`config.mk`:
```
export PLATFORM = sky130hd
export DESIGN_NAME = risc5_muldiv_fp_unit
export DESIGN_NICKNAME = d
export VERILOG_FILES = /design/src/rtl/risc5_arith_pkg.sv /design/src/rtl/fp_round_pack.sv /design/src/rtl/risc5_muldiv_fp_unit.sv
export SDC_FILE = /design/constraint.sdc
export NUM_CORES = 2
export LEC_CHECK = 0
export CAP_MARGIN = 20
export CORE_MARGIN = 2
export CORE_UTILIZATION = 30
export DETAILED_ROUTE_END_ITERATION = 8
export PLACE_DENSITY = 0.48
export SYNTH_ARGS = -nofsm -noshare
export SYNTH_HDL_FRONTEND = slang
export SYNTH_SLANG_ARGS = --single-unit
```
`constraint.sdc`:
```
create_clock -name clk -period 18.15 [get_ports clk]
set_input_delay 1.815 -clock clk [delete_from_list [all_inputs] [get_ports clk]]
set_output_delay 1.815 -clock clk [all_outputs]
set_load 0.05 [all_outputs]
```
`src/rtl/risc5_arith_pkg.sv`:
```
// Shared float field constants, cycle-count defaults and an operand unpack helper
// for the RISC5 multi-cycle arithmetic unit.
package risc5_arith_pkg;

    localparam int         EXP_BIAS    = 127;
    localparam logic [7:0] EXP_INF     = 8'hFF;
    localparam int         MANT_W      = 23;

    localparam int         DIV_CYC_DEF = 33;
    localparam int         FAD_CYC_DEF = 2;
    localparam int         FDV_CYC_DEF = 25;

    typedef struct packed {
        logic              sgn;
        logic [7:0]        exp;
        logic [MANT_W:0]   mant;
    } fp_unp_t;

    // Exponent 0 is an exact zero: no hidden bit, fraction ignored.
    function automatic fp_unp_t fp_unpack(input logic [31:0] f);
        fp_unp_t u;
        u.sgn  = f[31];
        u.exp  = f[30:23];
        u.mant = (f[30:23] == 8'd0) ? '0 : {1'b1, f[22:0]};
        return u;
    endfunction

endpackage

```
`src/rtl/fp_round_pack.sv`:
```
// Normalise, round (nearest, ties away from zero) and pack a single-precision result.
// Input value is mant / 2^30 * 2^(exp - bias); mant may carry into bit 31 or lead lower.
module fp_round_pack
    import risc5_arith_pkg::*;
(
    input  logic              sgn,
    input  logic signed [9:0] exp,
    input  logic [31:0]       mant,
    output logic [31:0]       res
);

    localparam logic signed [9:0] EXP_MAX = {2'b00, EXP_INF};

    logic [4:0]        lead;
    logic [24:0]       norm;
    logic [24:0]       rnd;
    logic signed [9:0] exp_r;

    always_comb begin
        lead = '0;
        for (int i = 0; i < 32; i++) begin
            if (mant[i]) lead = 5'(i);
        end
        // Leading one to bit 24; bit 0 is the guard bit.
        norm  = 25'((mant << (5'd31 - lead)) >> 7);
        rnd   = {1'b0, norm[24:1]} + {24'd0, norm[0]};
        exp_r = exp + 10'(lead) - 10'sd30 + 10'(rnd[24]);

        if (!rnd[24] && !rnd[23])
            res = '0;
        else if (exp_r >= EXP_MAX)
            res = {sgn, EXP_INF, 23'd0};
        else if (exp_r <= 10'sd0)
            res = '0;
        else
            res = {sgn, exp_r[7:0], rnd[22:0]};
    end

endmodule

```
`src/rtl/risc5_muldiv_fp_unit.sv`:
```
// RISC5 multi-cycle arithmetic: floored integer divide, FP add/FLT/FLOOR and FP divide,
// each an independent engine that stalls the pipeline while it runs.
module risc5_muldiv_fp_unit
    import risc5_arith_pkg::*;
#(
    parameter int DIV_CYC = DIV_CYC_DEF,
    parameter int FAD_CYC = FAD_CYC_DEF,
    parameter int FDV_CYC = FDV_CYC_DEF
) (
    input  logic        clk,
    input  logic        rst,
    input  logic        en,
    input  logic        div_run,
    input  logic        div_sgn,
    input  logic        fad_run,
    input  logic        fad_u,
    input  logic        fad_v,
    input  logic        fdv_run,
    input  logic [31:0] x,
    input  logic [31:0] y,
    output logic        div_stall,
    output logic        fad_stall,
    output logic        fdv_stall,
    output logic [31:0] quot,
    output logic [31:0] rem,
    output logic [31:0] fsum,
    output logic [31:0] fquot
);

    localparam int DIV_CW = $clog2(DIV_CYC + 1);
    localparam int FAD_CW = $clog2(FAD_CYC + 1);
    localparam int FDV_CW = $clog2(FDV_CYC + 1);

    // ---------------- integer divide ----------------
    logic [DIV_CW-1:0] div_cnt_reg;
    logic [31:0]       div_r_reg, div_q_reg, quot_reg, rem_reg;
    logic              div_neg, div_ge, div_rnz;
    logic [31:0]       div_absx, div_r_next, div_q_next, div_quot_fin, div_rem_fin;
    logic [32:0]       div_sh, div_diff;

    assign div_stall = div_run & (div_cnt_reg != DIV_CW'(DIV_CYC));

    always_comb begin
        div_neg    = div_sgn & x[31];
        div_absx   = div_neg ? -x : x;
        div_sh     = {div_r_reg, div_q_reg[31]};
        div_diff   = div_sh - {1'b0, y};
        div_ge     = (div_sh >= {1'b0, y});
        div_r_next = div_ge ? 32'(div_diff) : 32'(div_sh);
        div_q_next = {div_q_reg[30:0], div_ge};
        div_rnz    = |div_r_next;
        // Negative signed dividend: turn truncated result into floor with 0 <= rem < y.
        if (y == '0) begin
            div_quot_fin = '1;
            div_rem_fin  = x;
        end else if (div_neg) begin
            div_quot_fin = -div_q_next - {31'd0, div_rnz};
            div_rem_fin  = div_rnz ? (y - div_r_next) : '0;
        end else begin
            div_quot_fin = div_q_next;
            div_rem_fin  = div_r_next;
        end
    end

    always_ff @(posedge clk) begin
        if (rst) begin
            div_cnt_reg <= '0;
            div_r_reg   <= '0;
            div_q_reg   <= '0;
            quot_reg    <= '0;
            rem_reg     <= '0;
        end else if (en) begin
            if (!div_run) begin
                div_cnt_reg <= '0;
            end else if (div_stall) begin
                div_cnt_reg <= div_cnt_reg + DIV_CW'(1);
                if (div_cnt_reg == '0) begin
                    div_r_reg <= '0;
                    div_q_reg <= div_absx;
                end else begin
                    div_r_reg <= div_r_next;
                    div_q_reg <= div_q_next;
                    if (div_cnt_reg == DIV_CW'(DIV_CYC - 1)) begin
                        quot_reg <= div_quot_fin;
                        rem_reg  <= div_rem_fin;
                    end
                end
            end
        end
    end

    // ---------------- FP add / FLT / FLOOR ----------------
    logic [FAD_CW-1:0] fad_cnt_reg;
    logic              fad_sgn_reg;
    logic signed [9:0] fad_exp_reg;
    logic [31:0]       fad_mant_reg, fsum_reg, fad_rp_res;
    fp_unp_t           fx, fy, fa, fb;
    logic              fad_swap, st1_sgn, flr_fnz;
    logic [7:0]        fad_d;
    logic [31:0]       fad_ma, fad_mbf, fad_mb, fad_sum, flt_mag, st1_mant;
    logic signed [9:0] st1_exp, flr_e;
    logic [4:0]        flr_sh;
    logic [31:0]       flr_m, flr_ip, flr_res;

    assign fad_stall = fad_run & (fad_cnt_reg != FAD_CW'(FAD_CYC));

    always_comb begin
        fx       = fp_unpack(x);
        fy       = fp_unpack(y);
        fad_swap = (y[30:0] > x[30:0]);
        fa       = fad_swap ? fy : fx;
        fb       = fad_swap ? fx : fy;
        fad_d    = fa.exp - fb.exp;
        fad_ma   = {1'b0, fa.mant, 7'd0};
        fad_mbf  = {1'b0, fb.mant, 7'd0};
        // Bits shifted out of the smaller operand collapse into a sticky LSB.
        if (fad_d >= 8'd31)
            fad_mb = {31'd0, |fad_mbf};
        else
            fad_mb = (fad_mbf >> fad_d) | {31'd0, |(fad_mbf & ((32'd1 << fad_d) - 32'd1))};
        fad_sum  = (fa.sgn == fb.sgn) ? (fad_ma + fad_mb) : (fad_ma - fad_mb);
        flt_mag  = x[31] ? -x : x;

        if (fad_u) begin
            st1_sgn  = x[31];
            st1_exp  = 10'(EXP_BIAS + 30);
            st1_mant = flt_mag;
        end else begin
            st1_sgn  = fa.sgn;
            st1_exp  = {2'b00, fa.exp};
            st1_mant = fad_sum;
        end

        flr_e   = 10'(fx.exp) - 10'(EXP_BIAS);
        flr_sh  = flr_e[4:0];
        flr_m   = {8'd0, fx.mant};
        flr_fnz = 1'b0;
        if (flr_sh >= 5'd23) begin
            flr_ip = flr_m << (flr_sh - 5'd23);
        end else begin
            flr_ip  = flr_m >> (5'd23 - flr_sh);
            flr_fnz = |(flr_m & ((32'd1 << (5'd23 - flr_sh)) - 32'd1));
        end
        if (fx.exp == '0)
            flr_res = '0;
        else if (flr_e < 10'sd0)
            flr_res = fx.sgn ? '1 : '0;
        else if (flr_e >= 10'sd31)
            flr_res = fx.sgn ? 32'h8000_0000 : 32'h7FFF_FFFF;
        else
            flr_res = fx.sgn ? -(flr_ip + {31'd0, flr_fnz}) : flr_ip;
    end

    fp_round_pack u_rp_fad (
        .sgn  (fad_sgn_reg),
        .exp  (fad_exp_reg),
        .mant (fad_mant_reg),
        .res  (fad_rp_res)
    );

    always_ff @(posedge clk) begin
        if (rst) begin
            fad_cnt_reg  <= '0;
            fad_sgn_reg  <= 1'b0;
            fad_exp_reg  <= '0;
            fad_mant_reg <= '0;
            fsum_reg     <= '0;
        end else if (en) begin
            if (!fad_run) begin
                fad_cnt_reg <= '0;
            end else if (fad_stall) begin
                fad_cnt_reg <= fad_cnt_reg + FAD_CW'(1);
                if (fad_cnt_reg == '0) begin
                    fad_sgn_reg  <= st1_sgn;
                    fad_exp_reg  <= st1_exp;
                    fad_mant_reg <= st1_mant;
                end
                if (fad_cnt_reg == FAD_CW'(FAD_CYC - 1))
                    fsum_reg <= (fad_v & ~fad_u) ? flr_res : fad_rp_res;
            end
        end
    end

    // ---------------- FP divide ----------------
    logic [FDV_CW-1:0] fdv_cnt_reg;
    logic [24:0]       fdv_r_reg, fdv_r_cur, fdv_r_sub, fdv_r_next, fdv_q_next;
    logic [23:0]       fdv_q_reg, fdv_q_cur;
    logic [31:0]       fquot_reg, fdv_rp_res, fdv_res;
    logic              fdv_lt, fdv_ge;
    logic signed [9:0] fdv_exp;

    assign fdv_stall = fdv_run & (fdv_cnt_reg != FDV_CW'(FDV_CYC));

    always_comb begin
        // Pre-scale the dividend so the quotient always lands in [1,2) and keeps a guard bit.
        fdv_lt     = (fx.mant < fy.mant);
        fdv_exp    = 10'(fx.exp) - 10'(fy.exp) + 10'(EXP_BIAS) - 10'(fdv_lt);
        if (fdv_cnt_reg == '0) begin
            fdv_r_cur = fdv_lt ? {fx.mant, 1'b0} : {1'b0, fx.mant};
            fdv_q_cur = '0;
        end else begin
            fdv_r_cur = fdv_r_reg;
            fdv_q_cur = fdv_q_reg;
        end
        fdv_ge     = (fdv_r_cur >= {1'b0, fy.mant});
        fdv_r_sub  = fdv_ge ? (fdv_r_cur - {1'b0, fy.mant}) : fdv_r_cur;
        fdv_r_next = 25'(fdv_r_sub << 1);
        fdv_q_next = {fdv_q_cur, fdv_ge};
        if (fx.exp == '0)
            fdv_res = '0;
        else if (fy.exp == '0)
            fdv_res = {fx.sgn ^ fy.sgn, EXP_INF, 23'd0};
        else
            fdv_res = fdv_rp_res;
    end

    fp_round_pack u_rp_fdv (
        .sgn  (fx.sgn ^ fy.sgn),
        .exp  (fdv_exp),
        .mant ({1'b0, fdv_q_next, 6'd0}),
        .res  (fdv_rp_res)
    );

    always_ff @(posedge clk) begin
        if (rst) begin
            fdv_cnt_reg <= '0;
            fdv_r_reg   <= '0;
            fdv_q_reg   <= '0;
            fquot_reg   <= '0;
        end else if (en) begin
            if (!fdv_run) begin
                fdv_cnt_reg <= '0;
            end else if (fdv_stall) begin
                fdv_cnt_reg <= fdv_cnt_reg + FDV_CW'(1);
                fdv_r_reg   <= fdv_r_next;
                fdv_q_reg   <= fdv_q_next[23:0];
                if (fdv_cnt_reg == FDV_CW'(FDV_CYC - 1))
                    fquot_reg <= fdv_res;
            end
        end
    end

    assign quot  = quot_reg;
    assign rem   = rem_reg;
    assign fsum  = fsum_reg;
    assign fquot = fquot_reg;

endmodule

```
==> flow_metrics.tcl <==
set metrics [dict create \
    achievable-frequency_ghz 0.0633 \
    grt_remaining_overflow 0 \
    tritoncts "built" \
    finalSetupViolCount 0 \
    clock_latency_on_the_worst_skew_pair_ns 0.66 \
    critical-path-slowest-cell "sky130_fd_sc_hd__or4_1" \
    die_w_um 364 \
    min_period_ns 15.80 \
    dp_worst_setup_slack_ns 1.96 \
    grt_first_pass_wirelength_um 286000 \
    drt_pre_antenna_iters 6 \
    commonest_cells_after_routing_fill_and_taps_aside "sky130_fd_sc_hd__nand2_1, sky130_fd_sc_hd__nor2_1, sky130_fd_sc_hd__a21oi_1" \
    syn_nets 6092 \
    number_of_fill_cells_in_the_layout 14000 \
    wl_um 198000 \
    place_inst 7408 \
    cts_root_buf "sky130_fd_sc_hd__clkbuf_16" \
    ant_nets 0 \
    netlist_top_cells_area "sky130_fd_sc_hd__dfxtp_1, sky130_fd_sc_hd__ha_1, sky130_fd_sc_hd__a21oi_1" \
    drv_slew 0 \
    grt_antenna_before_repair 18 \
    detail_route.drc_violations 0 \
    gpl.final_weighted_congestion 1.01 \
    crit_fanout 48 \
    placementRows 132 \
    post_route_total_power_mw 3.62 \
    max_cap_viol_count 0 \
    cts_buffer_count 41 \
    total_leakage_power_nw 17.6 \
    cts_setup_buffers 0 \
    relSlewSlack_pct 17.3 \
    number_of_nets_in_the_finished_design 6109 \
    number_of_global_route_vias_before_repair 40800 \
    clock_sink_count 294 \
    final_layout_size_suffix_gt1_share_pct 6.49 \
    ir_drop_uv 65.5 \
    avgViaCountPerCell 5.91 \
    post_synth_num_cell_types 107 \
    synthToLayoutAreaGrowth_pct 13.6 \
    cts_buffer_depth 3 \
    count_of_synthesis_stage_warnings_from_yosys 0 \
    postSynth.asyncResetShare_pct 0 \
    fin_worst_skew_ns 0.0460 \
    setup_ws_final_ns 2.35 \
    synth_edf_count 0 \
    chipHeight_um 364 \
    dp.final_hpwl_um 154000 \
    startpoint_kind_of_the_worst_setup_timing_path "input port" \
    synth_top_area_cell "sky130_fd_sc_hd__dfxtp_1" \
    cts.hold.buffers_added 0 \
    synth-seq-cells 294 \
    outcome "finished, final reports clean" \
    layout_worst_path_cycle_share_pct 87.1 \
    flop2flop_setup_slack_ns 6.58 \
    numPortBuffers 203 \
    final_hold_viol_count 0 \
    end_kind "flop" \
    final_core_util_pct 34.2 \
    worst_setup_hold_path_clk_slew_ns 0.06 \
    dominantRegCellSynth "sky130_fd_sc_hd__dfxtp_1" \
    share_of_yosys_cell_area_claimed_by_the_top_area_cell_type_pct 15.1 \
    critical_path_arrival_ns 16.32 \
    grt_max_degree 73 \
    initial_core_util_pct 30.1 \
    post_cts_sizing 0 \
    critical_path_required_ns 18.67 \
    instances_no_fill 7490 \
    routedWlPerCell_um 26.5 \
    layout.cells.most_common "sky130_fd_sc_hd__nand2_1" \
    critical_path.max_stage_delay_ns 0.83 \
    power_density_nw_per_um2 81.9 \
    synth-seq-area-share_pct 15.1 \
    dr_total_vias 44300 \
    core_sq_um 129000 \
    post_synth_inst_count 5696 \
    hold_path_class "reg -> reg" \
    max_slew.worst_pin.slew_ns 1.23 \
    detail_route.iter0.violations 4771 \
    synthesis.area_sq_um 38900 \
    avgSynthCellArea_sq_um 6.82 \
    totalNegativeSetupSlack_ns 0 \
    classification_of_the_worst_setup_path "in -> reg" \
    floorplan.die_area_sq_um 132000 \
    setup_repair_after_global_routing_missed_its_margin "no" \
    grt_use_total_pct 28.7 \
    cts_htree_levels 2 \
    floorplan.io_pins 204 \
]
-- worst max-delay path: cells and delay by family --
| family | cells | cell delay [ns] |
|---|---|---|
| compound gates | 26 | 5.78 |
| xor+xnor | 1 | 0.21 |
| fa+ha+maj | 7 | 2.16 |
| buf+inv | 7 | 2.27 |
| mux | 1 | 0.20 |
| simple gates | 14 | 3.83 |
-- cells in the mapped netlist (44+ instances only) --
cell type / instances
sky130_fd_sc_hd__xnor2_1: 182
sky130_fd_sc_hd__a211oi_1: 105
sky130_fd_sc_hd__a31oi_1: 65
sky130_fd_sc_hd__and3_1: 66
sky130_fd_sc_hd__ha_1: 313
sky130_fd_sc_hd__o211ai_1: 69
sky130_fd_sc_hd__xor2_1: 59
sky130_fd_sc_hd__a21o_1: 77
sky130_fd_sc_hd__nand2_1: 648
sky130_fd_sc_hd__clkbuf_1: 268
sky130_fd_sc_hd__nor3_1: 148
sky130_fd_sc_hd__mux4_2: 50
sky130_fd_sc_hd__buf_1: 50
sky130_fd_sc_hd__a21oi_1: 587
sky130_fd_sc_hd__nand4_1: 52
sky130_fd_sc_hd__o21ai_0: 484
sky130_fd_sc_hd__nand2b_1: 44
sky130_fd_sc_hd__o21bai_1: 50
sky130_fd_sc_hd__nand3_1: 173
sky130_fd_sc_hd__mux2i_1: 130
sky130_fd_sc_hd__nor2_1: 630
sky130_fd_sc_hd__inv_1: 336
sky130_fd_sc_hd__o31ai_1: 65
sky130_fd_sc_hd__dfxtp_1: 294
-- logic make-up (layout without fill, tap and decap cells) --
family | count (synthesis) | count (layout) | synth area share (%)
flip-flops | 294 | 294 | 15.1
AO/OA/AOI/OAI | 1924 | 1924 | 31.1
buffers and inverters | 707 | 757 | 7.06
multiplexers | 214 | 214 | 7.23
adder cells (fa/ha/maj) | 325 | 325 | 10.6
other | 0 | 2 | 0
XOR/XNOR | 241 | 241 | 5.43
AND/OR/NAND/NOR | 1991 | 1991 | 23.4
-- report_power, final --
| part | total, mW | switching [mW] | leakage [nW] | internal (mW) |
|---|---|---|---|---|
| sequential | 0.690 | 0.0260 | 2.38 | 0.664 |
| combinational | 2.08 | 1.37 | 14.6 | 0.714 |
| clock | 0.843 | 0.359 | 0.650 | 0.484 |
-- through the flow --
step / instance area (sq um) / hold WS (ns)
global placement: 42700 / 0.439
floorplan: 38900 / 0.455
CTS: 44100 / 0.454
finish: 44100 / 0.454
detailed placement: 42700 / 0.445
global route: 44100 / 0.484
-- routing by layer --
metal	vias up	part of all wire, %	GRT usage (%)
met5	-	0.045	0
met4	14	4.1	10.7
met3	319	7.9	4.82
met2	1770	44	44.4
met1	21500	44	39.8
li1	20700	-	-
-- cell type report --
cell class | count | area, sq um | area share (%)
inverters | 346 | 1300 | 2.94
multi-input cells | 4695 | 30400 | 68.9
clock buffers | 60 | 1180 | 2.67
repair buffers | 335 | 3000 | 6.81
clock inverters | 16 | 184 | 0.417
well taps | 1742 | 2180 | 4.94
diodes | 2 | 5.00 | 0.0113
flip-flops and latches | 294 | 5890 | 13.3
-- final timing paths --
kind                                    start                endpoint  cells past startpoint
setup reg to reg  fdv_cnt_reg[0]$_SDFFE_PP0P_  fquot[18]$_SDFFE_PP0P_                     41
hold / removal           rem[20]$_SDFFE_PP0P_    rem[20]$_SDFFE_PP0P_                      2
hold reg to reg          rem[20]$_SDFFE_PP0P_    rem[20]$_SDFFE_PP0P_                      2
setup / recovery                        x[24]  fquot[18]$_SDFFE_PP0P_                     56
No activity file was read; power rests on OpenSTA's default activity.
